==> src/rtl/ram_stream_reader_pkg.sv <==
`default_nettype none
// ============================================================================
// Module   : ram_stream_reader_pkg
// Brief    : Shared FSM encoding and FIFO sizing for the RAM stream reader.
// Revision : 1.0 - initial release
// ============================================================================
package ram_stream_reader_pkg;

    localparam logic [1:0] ST_IDLE  = 2'd0;
    localparam logic [1:0] ST_RUN   = 2'd1;
    localparam logic [1:0] ST_DRAIN = 2'd2;

    localparam int FIFO_DEPTH = 2;
    localparam int FIFO_CNT_W = $clog2(FIFO_DEPTH + 1);
    localparam int OCC_W      = FIFO_CNT_W + 1;

endpackage
`default_nettype wire

==> src/rtl/ram_stream_reader_fifo.sv <==
`default_nettype none
// ============================================================================
// Module   : stream_fifo2
// Brief    : Registered 2-entry FIFO; simultaneous push and pop allowed.
// Revision : 1.0 - initial release
// ============================================================================
module stream_fifo2
    import ram_stream_reader_pkg::*;
#(
    parameter int WIDTH = 65
) (
    input  logic                  clk,
    input  logic                  rstn,
    input  logic                  push,
    input  logic [WIDTH-1:0]      push_data,
    input  logic                  pop,
    output logic [FIFO_CNT_W-1:0] count,
    output logic [WIDTH-1:0]      head
);

    logic [WIDTH-1:0]      head_q, head_d;
    logic [WIDTH-1:0]      tail_q, tail_d;
    logic [FIFO_CNT_W-1:0] count_q, count_d;
    logic                  do_pop;
    logic                  do_push;

    assign do_pop  = pop && (count_q != '0);
    assign do_push = push && ((count_q != FIFO_CNT_W'(FIFO_DEPTH)) || do_pop);

    always_comb begin
        head_d  = head_q;
        tail_d  = tail_q;
        count_d = count_q;
        if (do_pop) begin
            head_d  = tail_q;
            count_d = count_q - FIFO_CNT_W'(1);
        end
        // A push lands in whichever slot is the first free one after the pop.
        if (do_push) begin
            if (count_d == '0) begin
                head_d = push_data;
            end else begin
                tail_d = push_data;
            end
            count_d = count_d + FIFO_CNT_W'(1);
        end
    end

    always_ff @(posedge clk or negedge rstn) begin
        if (!rstn) begin
            head_q  <= '0;
            tail_q  <= '0;
            count_q <= '0;
        end else begin
            head_q  <= head_d;
            tail_q  <= tail_d;
            count_q <= count_d;
        end
    end

    assign count = count_q;
    assign head  = head_q;

endmodule
`default_nettype wire

==> src/rtl/ram_stream_reader.sv <==
`default_nettype none
// ============================================================================
// Module   : ram_stream_reader
// Brief    : Streams a burst of words from a registered-read RAM to a
//            valid/ready consumer through a 2-entry credit-limited FIFO.
// Revision : 1.0 - initial release
// ============================================================================
module ram_stream_reader
    import ram_stream_reader_pkg::*;
#(
    parameter int ADDR_WIDTH = 12,
    parameter int DATA_WIDTH = 64
) (
    input  logic                  clk,
    input  logic                  rstn,
    input  logic                  start,
    input  logic [ADDR_WIDTH-1:0] base_addr,
    input  logic [ADDR_WIDTH:0]   length,
    output logic                  ram_port_en,
    output logic [ADDR_WIDTH-1:0] ram_addr,
    input  logic [DATA_WIDTH-1:0] ram_dout,
    output logic                  out_valid,
    input  logic                  out_ready,
    output logic [DATA_WIDTH-1:0] out_data,
    output logic                  out_last,
    output logic                  busy,
    output logic                  done
);

    localparam int LEN_W = ADDR_WIDTH + 1;

    logic [1:0]            state_q, state_d;
    logic [ADDR_WIDTH-1:0] addr_q;
    logic [ADDR_WIDTH-1:0] next_addr_q, next_addr_d;
    logic [LEN_W-1:0]      remaining_q, remaining_d;
    logic                  inflight_q, inflight_last_q;
    logic                  done_q, done_d;

    logic                  issue;
    logic                  issue_last;
    logic [ADDR_WIDTH-1:0] issue_addr;
    logic                  pop;
    logic [OCC_W-1:0]      occupancy;
    logic [FIFO_CNT_W-1:0] fifo_count;
    logic [DATA_WIDTH:0]   fifo_head;

    assign pop = out_valid && out_ready;
    // Slots that will be claimed once everything already requested has landed.
    assign occupancy = OCC_W'(fifo_count) + OCC_W'(inflight_q) - OCC_W'(pop);

    always_comb begin
        state_d     = state_q;
        next_addr_d = next_addr_q;
        remaining_d = remaining_q;
        done_d      = 1'b0;
        issue       = 1'b0;
        issue_last  = 1'b0;
        issue_addr  = next_addr_q;
        case (state_q)
            ST_IDLE: begin
                if (start) begin
                    if (length == '0) begin
                        done_d = 1'b1;
                    end else begin
                        issue       = 1'b1;
                        issue_addr  = base_addr;
                        issue_last  = (length == LEN_W'(1));
                        remaining_d = length - LEN_W'(1);
                        state_d     = ST_RUN;
                    end
                end
            end
            ST_RUN: begin
                if (remaining_q == '0) begin
                    state_d = ST_DRAIN;
                end else if (occupancy < OCC_W'(FIFO_DEPTH)) begin
                    issue       = 1'b1;
                    issue_last  = (remaining_q == LEN_W'(1));
                    remaining_d = remaining_q - LEN_W'(1);
                    if (issue_last) begin
                        state_d = ST_DRAIN;
                    end
                end
            end
            ST_DRAIN: begin
                if (pop && out_last) begin
                    state_d = ST_IDLE;
                    done_d  = 1'b1;
                end
            end
            default: state_d = ST_IDLE;
        endcase
        if (issue) begin
            next_addr_d = issue_addr + ADDR_WIDTH'(1);
        end
    end

    always_ff @(posedge clk or negedge rstn) begin
        if (!rstn) begin
            state_q         <= ST_IDLE;
            addr_q          <= '0;
            next_addr_q     <= '0;
            remaining_q     <= '0;
            inflight_q      <= 1'b0;
            inflight_last_q <= 1'b0;
            done_q          <= 1'b0;
        end else begin
            state_q         <= state_d;
            addr_q          <= ram_addr;
            next_addr_q     <= next_addr_d;
            remaining_q     <= remaining_d;
            inflight_q      <= issue;
            inflight_last_q <= issue_last;
            done_q          <= done_d;
        end
    end

    stream_fifo2 #(
        .WIDTH (DATA_WIDTH + 1)
    ) u_fifo (
        .clk       (clk),
        .rstn      (rstn),
        .push      (inflight_q),
        .push_data ({inflight_last_q, ram_dout}),
        .pop       (pop),
        .count     (fifo_count),
        .head      (fifo_head)
    );

    assign ram_port_en = 1'b0;
    assign ram_addr    = issue ? issue_addr : addr_q;
    assign out_valid   = (fifo_count != '0);
    assign out_data    = fifo_head[DATA_WIDTH-1:0];
    assign out_last    = out_valid && fifo_head[DATA_WIDTH];
    assign busy        = (state_q != ST_IDLE);
    assign done        = done_q;

endmodule
`default_nettype wire

==> config.mk <==
export PLATFORM = sky130hd
export DESIGN_NAME = ram_stream_reader
export DESIGN_NICKNAME = d
export VERILOG_FILES = /design/src/rtl/ram_stream_reader_pkg.sv /design/src/rtl/ram_stream_reader_fifo.sv /design/src/rtl/ram_stream_reader.sv
export SDC_FILE = /design/constraint.sdc
export NUM_CORES = 1
export LEC_CHECK = 0
export ABC_CLOCK_PERIOD_IN_PS = 6800
export CAP_MARGIN = 20
export CORE_UTILIZATION = 30
export CTS_CLUSTER_SIZE = 12
export DETAILED_ROUTE_END_ITERATION = 10
export HOLD_SLACK_MARGIN = 0.12
export PLACE_DENSITY = 0.56
export SYNTH_ARGS = -nofsm -noshare
export SYNTH_HDL_FRONTEND = slang
export SYNTH_SLANG_ARGS = --single-unit
==> constraint.sdc <==
create_clock -name clk -period 6.8 [get_ports clk]
set_input_delay 1.02 -clock clk [delete_from_list [all_inputs] [get_ports clk]]
set_output_delay 1.02 -clock clk [all_outputs]
set_load 0.005 [all_outputs]
==> results.txt, run 1 <==
CP startpoint kind: input pin
Placer congestion estimate: 0.760
Initial core utilization: 0.304
Max-slew violations: 0
Max-Cap Viols: 0
Final wirelength: 21.2 mm
Number of antenna violations at the first check in global routing: 0
CP max stage cell: or3b_2
Mapped Cells: 899
Fillcell total: 2816
Post_cts resized: 0
Worst slew margin: 0.367
PortBufs: 172
P_leak: 4.49 nW
CP max FO: 22
CP max stage delay: 0.55 ns
Worst vdd ir: 0.196 mV
Max Buffers Root-to-Sink: 2
CTS root buffer: clkbuf_16
Die area: 29700 um2
Final setup TNS: 0 ns
CTS buffer count: 17
N_diodes: 0
Vias/cell: 4.70
Syn_area_per_cell: 9.70 um2
Post-DP HPWL: 13.7 mm
Worst EP arrival: 4.63 ns
Post-route ant nets: 0
Clock Skews: 0.0123 ns
Hold_buf cts: 0
Syn Std Cell Area: 8720 um2
Yosys top cell area share: 0.500
GR Overflow Total: 0
Most common cell in the synthesized netlist: dfrtp_1
Worst EP required: 5.78 ns
CTS clk-pin slew, worst paths: 0.07 ns
Largest net degree at the start of global routing: 90
Leading area contributor after synthesis: dfrtp_1
Setup Crit Path Kind: input pin to primary output
Largest cells by area after synthesis: dfrtp_1, mux2_2, nand2_1, buf_4, a31oi_1
Core Region: 28600 um2
Fraction of registers with async set/reset: 1.00
Area grow syn2layout: 25.2%
Final hold slack: 0.484 ns
Top cell family by delay on the critical path: buffers and inverters
Final Hold Viols: 0
Clock Latency Late Sink: 0.43 ns
Distinct cells, synth: 54
Mapped Nets: 1002
Die X: 172 um
Vias in the first global route: 6293
Ys Warns: 0
RSZ-0062 raised after global routing: no
Outcome: completed
Setup Slack @ Placement: 1.13 ns
Post-DP Area: 10300 um2
Row cnt: 62
Achievable Freq: 177 MHz
CP Capture Type: primary output
Final period util: 0.831
Die height: 172 um
Slew @ Worst Pin: 0.948 ns
Setup bufs post-CTS: 0
Pwr dens: 460 nW/um2
Final setup viols: 0
Crit-path cells: clkdlybuf4s50_1, inv_1, ha_1, or3b_2, o41ai_2, buf_4, o21a_1, inv_1, nand2b_1, o21a_1, clkdlybuf4s50_1
Worst path bufs/invs: 5
Vias: 6476
Nets@finish: 1083
H-tree depth: 4
Final Cell Area: 10900 um2
DR iter-0 viols: 458
Num ports: 174
DR DRC count: 0
Tmin final: 5.65 ns
Sequential fraction of the synthesis area: 0.500
DR pass1 iterations: 4
Fin util: 0.381
Ys flop type: dfrtp_1
First-pass GRT wire length: 33.8 mm
Hold Crit Class: flop to flop
Share of cells above drive strength 1: 0.125
Clk sinks: 174
#FFs+latches synth: 174
Top post-synthesis cells by count: dfrtp_1, nand2_1, nor2_1, a31oi_1, mux2_2
DR WL/cell: 15.4 um
Number of synthesized flops with an enable pin: 0
GRT Total Usage: 0.146
Final worst setup slack: 1.15 ns
CTS tree: yes
[layout make-up]
cell class / instances / area (um2) / area share
clock inverters: 14 / 173 / 0.0158
clock buffers: 18 / 429 / 0.0393
flip-flops and latches: 174 / 4350 / 0.399
repair buffers: 183 / 1830 / 0.167
well taps: 384 / 480 / 0.0440
inverters: 11 / 41.3 / 0.00378
multi-input cells: 593 / 3610 / 0.331
[cells by family after synthesis]
kind of cell / after synthesis / share of synthesized area
and+or+nand+nor: 338 / 0.167
DFF: 174 / 0.500
AOI/OAI and AO/OA: 138 / 0.102
buffers and inverters: 132 / 0.0893
muxes: 77 / 0.0980
xor gates and xnor gates: 29 / 0.0291
adders and majority gates: 10 / 0.0152
other: 1 / 0.000430
[metal layers]
metal,vias up,GRT usage,routed length (um)
met5,-,0,0
met4,0,0.0419,235
met3,17,0.0286,1060
met2,152,0.232,9770
met1,3137,0.201,10100
li1,3170,-,-
[flip-flops by register name, summed over array words and instances, names as in the netlist]
name and cells:
u_fifo.count 2, remaining_q 13, next_addr_q 12, done 1
state_q 2, u_fifo.head 65, inflight_q 1, u_fifo.tail_q 65
inflight_last_q 1, addr_q 12
[worst register-to-register path, delay by kind of cell (launching register included)]
family	cells	cell delay, ns
simple gates	2	0.96
mux	1	0.38
flops	1	0.47
fa+ha+maj	2	0.51
buf+inv	4	1.23
xor+xnor	1	0.17
[where the power goes]
group | switching [mW] | internal (mW) | total, mW
clock network | 0.469 | 0.557 | 1.03
registers | 0.301 | 1.56 | 1.86
logic | 0.985 | 1.14 | 2.13
[final timing paths]
check	from	endpoint	slack [ns]	depth (start not counted)
setup / recovery	length[0]	ram_addr[0]	1.15	11
min in group asynchronous	rstn	u_fifo.head[9]	0.52	1
max in group asynchronous	rstn	addr_q[11]	5.00	2
setup reg to reg	u_fifo.count[1]	u_fifo.tail_q[55]	2.97	10
hold / removal	remaining_q[12]	remaining_q[12]	0.48	1
hold reg to reg	remaining_q[12]	remaining_q[12]	0.48	1
[per-stage QoR]
step / power, mW / cells
final: 5.02 / 1377
after global routing: 5.43 / 1377
after CTS: 5.09 / 1375
after detailed placement: 4.04 / 1343
after global placement: 3.99 / 1343
after floorplan: 3.37 / 899
[cell usage in the layout, fill, tap and decap left out, types with 3 or more instances in the layout]
master / count
dfrtp_1: 174
nand2_1: 171
clkdlybuf4s50_1: 171
nor2_1: 87
a31oi_1: 67
mux2_2: 67
o21ai_0: 24
xnor2_1: 20
nor3_1: 19
clkbuf_16: 17
a21oi_1: 16
nand3_1: 14
inv_1: 10
mux2i_1: 10
xor2_1: 9
ha_1: 9
buf_4: 9
or4_1: 7
nand4_1: 6
o21ai_1: 6
inv_6: 6
nand2b_1: 5
or2_2: 4
nor4_1: 4
or3_1: 4
o41ai_1: 3
o22ai_1: 3
No activity file was read; power rests on OpenSTA's default activity.
==> inputs of run 2 (changes only) <==
--- a/config.mk
+++ b/config.mk
@@ -5,13 +5,13 @@
 export SDC_FILE = /design/constraint.sdc
 export NUM_CORES = 1
 export LEC_CHECK = 0
-export ABC_CLOCK_PERIOD_IN_PS = 6800
+export ABC_CLOCK_PERIOD_IN_PS = 4950
 export CAP_MARGIN = 20
 export CORE_UTILIZATION = 30
 export CTS_CLUSTER_SIZE = 12
 export DETAILED_ROUTE_END_ITERATION = 10
 export HOLD_SLACK_MARGIN = 0.12
-export PLACE_DENSITY = 0.56
+export PLACE_DENSITY = 0.58
 export SYNTH_ARGS = -nofsm -noshare
 export SYNTH_HDL_FRONTEND = slang
 export SYNTH_SLANG_ARGS = --single-unit
==> constraint.sdc (replaced) <==
create_clock -name clk -period 4.95 [get_ports clk]
set_input_delay 0.7425 -clock clk [delete_from_list [all_inputs] [get_ports clk]]
set_output_delay 0.7425 -clock clk [all_outputs]
set_load 0.005 [all_outputs]
==> run 2 against run 1 <==
  * First-iteration DRC count shrank 12%
  * Largest power group unchanged
  * Highest routed layer unchanged
  * Final cell count is 0.58% higher
  * Sequential share of layout area shrank 0.20 points
  * Combinational power rose by 40%
==> results.txt, run 2 (synthesis gave the netlist of run 1 again) <==
GRT Total Usage: 0.147 (was 0.146)
Vias/cell: 4.78 (was 4.70)
Worst Setup SP: u_fifo.count[1] (was length[0])
CTS root buffer: clkbuf_16 (unchanged)
Final setup TNS: 0 ns (unchanged)
CTS buffer count: 17 (unchanged)
PortBufs: 172 (unchanged)
Num ports: 174 (unchanged)
Outcome: completed (unchanged)
Max-slew violations: 0 (unchanged)
Commonest non-fill, non-tap cell in the layout: dfrtp_1 (unchanged)
Vias: 6615 (was 6476)
R2R Path End: next_addr_q[8] (was u_fifo.tail_q[55])
Post-DP Area: 10400 um2 (was 10300 um2)
Final period util: 0.941
Pwr dens: 631 nW/um2 (was 460 nW/um2)
Largest net degree at the start of global routing: 105 (was 90)
Final Hold Viols: 0 (unchanged)
Clock Latency Late Sink: 0.43 ns (about the same)
Final Cell Area: 11000 um2 (was 10900 um2)
Post-route ant nets: 0 (unchanged)
Final setup viols: 0 (unchanged)
CTS tree: yes (unchanged)
RSZ-0062 raised after global routing: no (unchanged)
R2R depth: 12 (was 10)
CP Capture Type: primary output (unchanged)
Die X: 172 um (unchanged)
Setup Crit Path Kind: flop to primary output (was input pin to primary output)
P_leak: 4.53 nW (was 4.49 nW)
Die height: 172 um (unchanged)
Row cnt: 62 (unchanged)
Share of cells above drive strength 1: 0.133 (was 0.125)
Worst slew margin: 0.381 (was 0.367)
Nets@finish: 1091 (was 1083)
Final worst setup slack: 0.294 ns (was 1.15 ns)
Final hold slack: 0.302 ns (was 0.484 ns)
Crit path capture: ram_addr[2] (was ram_addr[0])
CTS clk-pin slew, worst paths: 0.06 ns (was 0.07 ns)
Vias in the first global route: 6252 (was 6293)
Post-DP HPWL: 14.0 mm (was 13.7 mm)
Worst EP arrival: 3.91 ns (was 4.63 ns)
Hold Crit Class: input pin to asynchronous set/reset pin (was flop to flop)
H-tree depth: 4 (unchanged)
Core Region: 28600 um2 (unchanged)
Number of antenna violations at the first check in global routing: 0 (unchanged)
N_diodes: 0 (unchanged)
Setup bufs post-CTS: 0 (unchanged)
Sequential Power Share: 0.370 (was 0.371)
Highest-count cells in the layout ignoring fill and taps: dfrtp_1, nand2_1, clkdlybuf4s50_1, nor2_1 (unchanged)
Setup Slack @ Placement: 0.229 ns (was 1.13 ns)
DR pass1 iterations: 6 (was 4)
DR WL/cell: 15.4 um (about the same)
Switching pwr: 2.39 mW (was 1.76 mW)
Tmin final: 4.66 ns
Net Sw Frac: 0.345 (was 0.350)
Pwr Total: 6.92 mW (was 5.02 mW)
CP startpoint kind: flop (was input pin)
GR Overflow Total: 0 (unchanged)
FF-to-FF setup slack: 1.64 ns (was 2.97 ns)
Internal: 4.54 mW (was 3.26 mW)
Worst EP required: 4.21 ns (was 5.78 ns)
Clock Skews: 0.00932 ns (was 0.0123 ns)
Hold_buf cts: 0 (unchanged)
Worst vdd ir: 0.391 mV (was 0.196 mV)
Achievable Freq: 215 MHz
Slew @ Worst Pin: 0.920 ns (was 0.948 ns)
Placer congestion estimate: 0.794 (was 0.760)
DR DRC count: 0 (unchanged)
Final wirelength: 21.4 mm (was 21.2 mm)
Die area: 29700 um2 (unchanged)
CP max FO: 16 (was 22)
Max Buffers Root-to-Sink: 2 (unchanged)
DR iter-0 viols: 402 (was 458)
Clk network pwr share: 0.198 (was 0.205)
Area grow syn2layout: 25.8% (was 25.2%)
Clk sinks: 174 (unchanged)
Max-Cap Viols: 0 (unchanged)
First-pass GRT wire length: 33.8 mm (about the same)
Worst R2R Start: u_fifo.count[1] (unchanged)
Logic gate share of total power: 0.431 (was 0.424)
Initial core utilization: 0.304 (unchanged)
run 2: what timing repair did:
| action | 4_1_cts | 5_1_grt |
|---|---|---|
| setup endpoints to repair | 0 | 3 |
| hold endpoints to repair | 0 | 0 |
| resized for setup | 0 | 1 |
run 2: worst max-delay path, cell delays in order, from the launching register on:
cell	delay (ns)
dfrtp_1	0.45
inv_1	0.07
ha_1	0.21
nand2b_2	0.19
inv_2	0.06
ha_1	0.21
nand2b_1	0.15
fa_1	0.38
xnor2_1	0.21
nand2_1	0.10
or2_2	0.49
mux2i_1	0.17
o21ai_0	0.24
clkdlybuf4s50_1	0.55
run 2: worst min-delay path by stage:
stage,start,end
finish,rstn,u_fifo.head[13]
detailed placement,remaining_q[12],remaining_q[12]
global route,rstn,u_fifo.head[13]
CTS,rstn,u_fifo.head[13]
global placement,remaining_q[12],remaining_q[12]
floorplan,rstn,addr_q[0]
run 2: cell type report:
| class | instances | area [um2] |
|---|---|---|
| Sequential cell | 174 | 4350 |
| Fill cell | 2814 | 17700 |
| Inverter | 11 | 41.3 |
| Clock buffer | 20 | 457 |
| Tap cell | 384 | 480 |
| Timing Repair Buffer | 191 | 1890 |
| Multi-Input combinational cell | 593 | 3610 |
| Clock inverter | 12 | 136 |
run 2: routing by layer:
layer | track usage | routed length (um) | vias up
met5 | 0 | 0 | -
met4 | 0.0412 | 237 | 0
met3 | 0.0359 | 1100 | 15
met2 | 0.237 | 9970 | 156
met1 | 0.195 | 10000 | 3236
li1 | - | - | 3208
run 2: power groups by stage:
| stage | clock (mW) | sequential, mW | combinational [mW] |
|---|---|---|---|
| 2_1_floorplan | 0 | 2.46 | 2.16 |
| 3_3_place_gp | 0 | 2.57 | 2.98 |
| 3_5_place_dp | 0 | 2.59 | 3.04 |
| 4_1_cts | 1.42 | 2.57 | 3.04 |
| 5_1_grt | 1.47 | 2.67 | 3.35 |
| 6_report | 1.37 | 2.56 | 2.99 |
run 2: metrics by stage:
stage | util | cells
after floorplan | - | 899
after global placement | 0.362 | 1353
after detailed placement | 0.362 | 1353
after CTS | 0.383 | 1385
after global routing | 0.383 | 1385
final | 0.383 | 1385
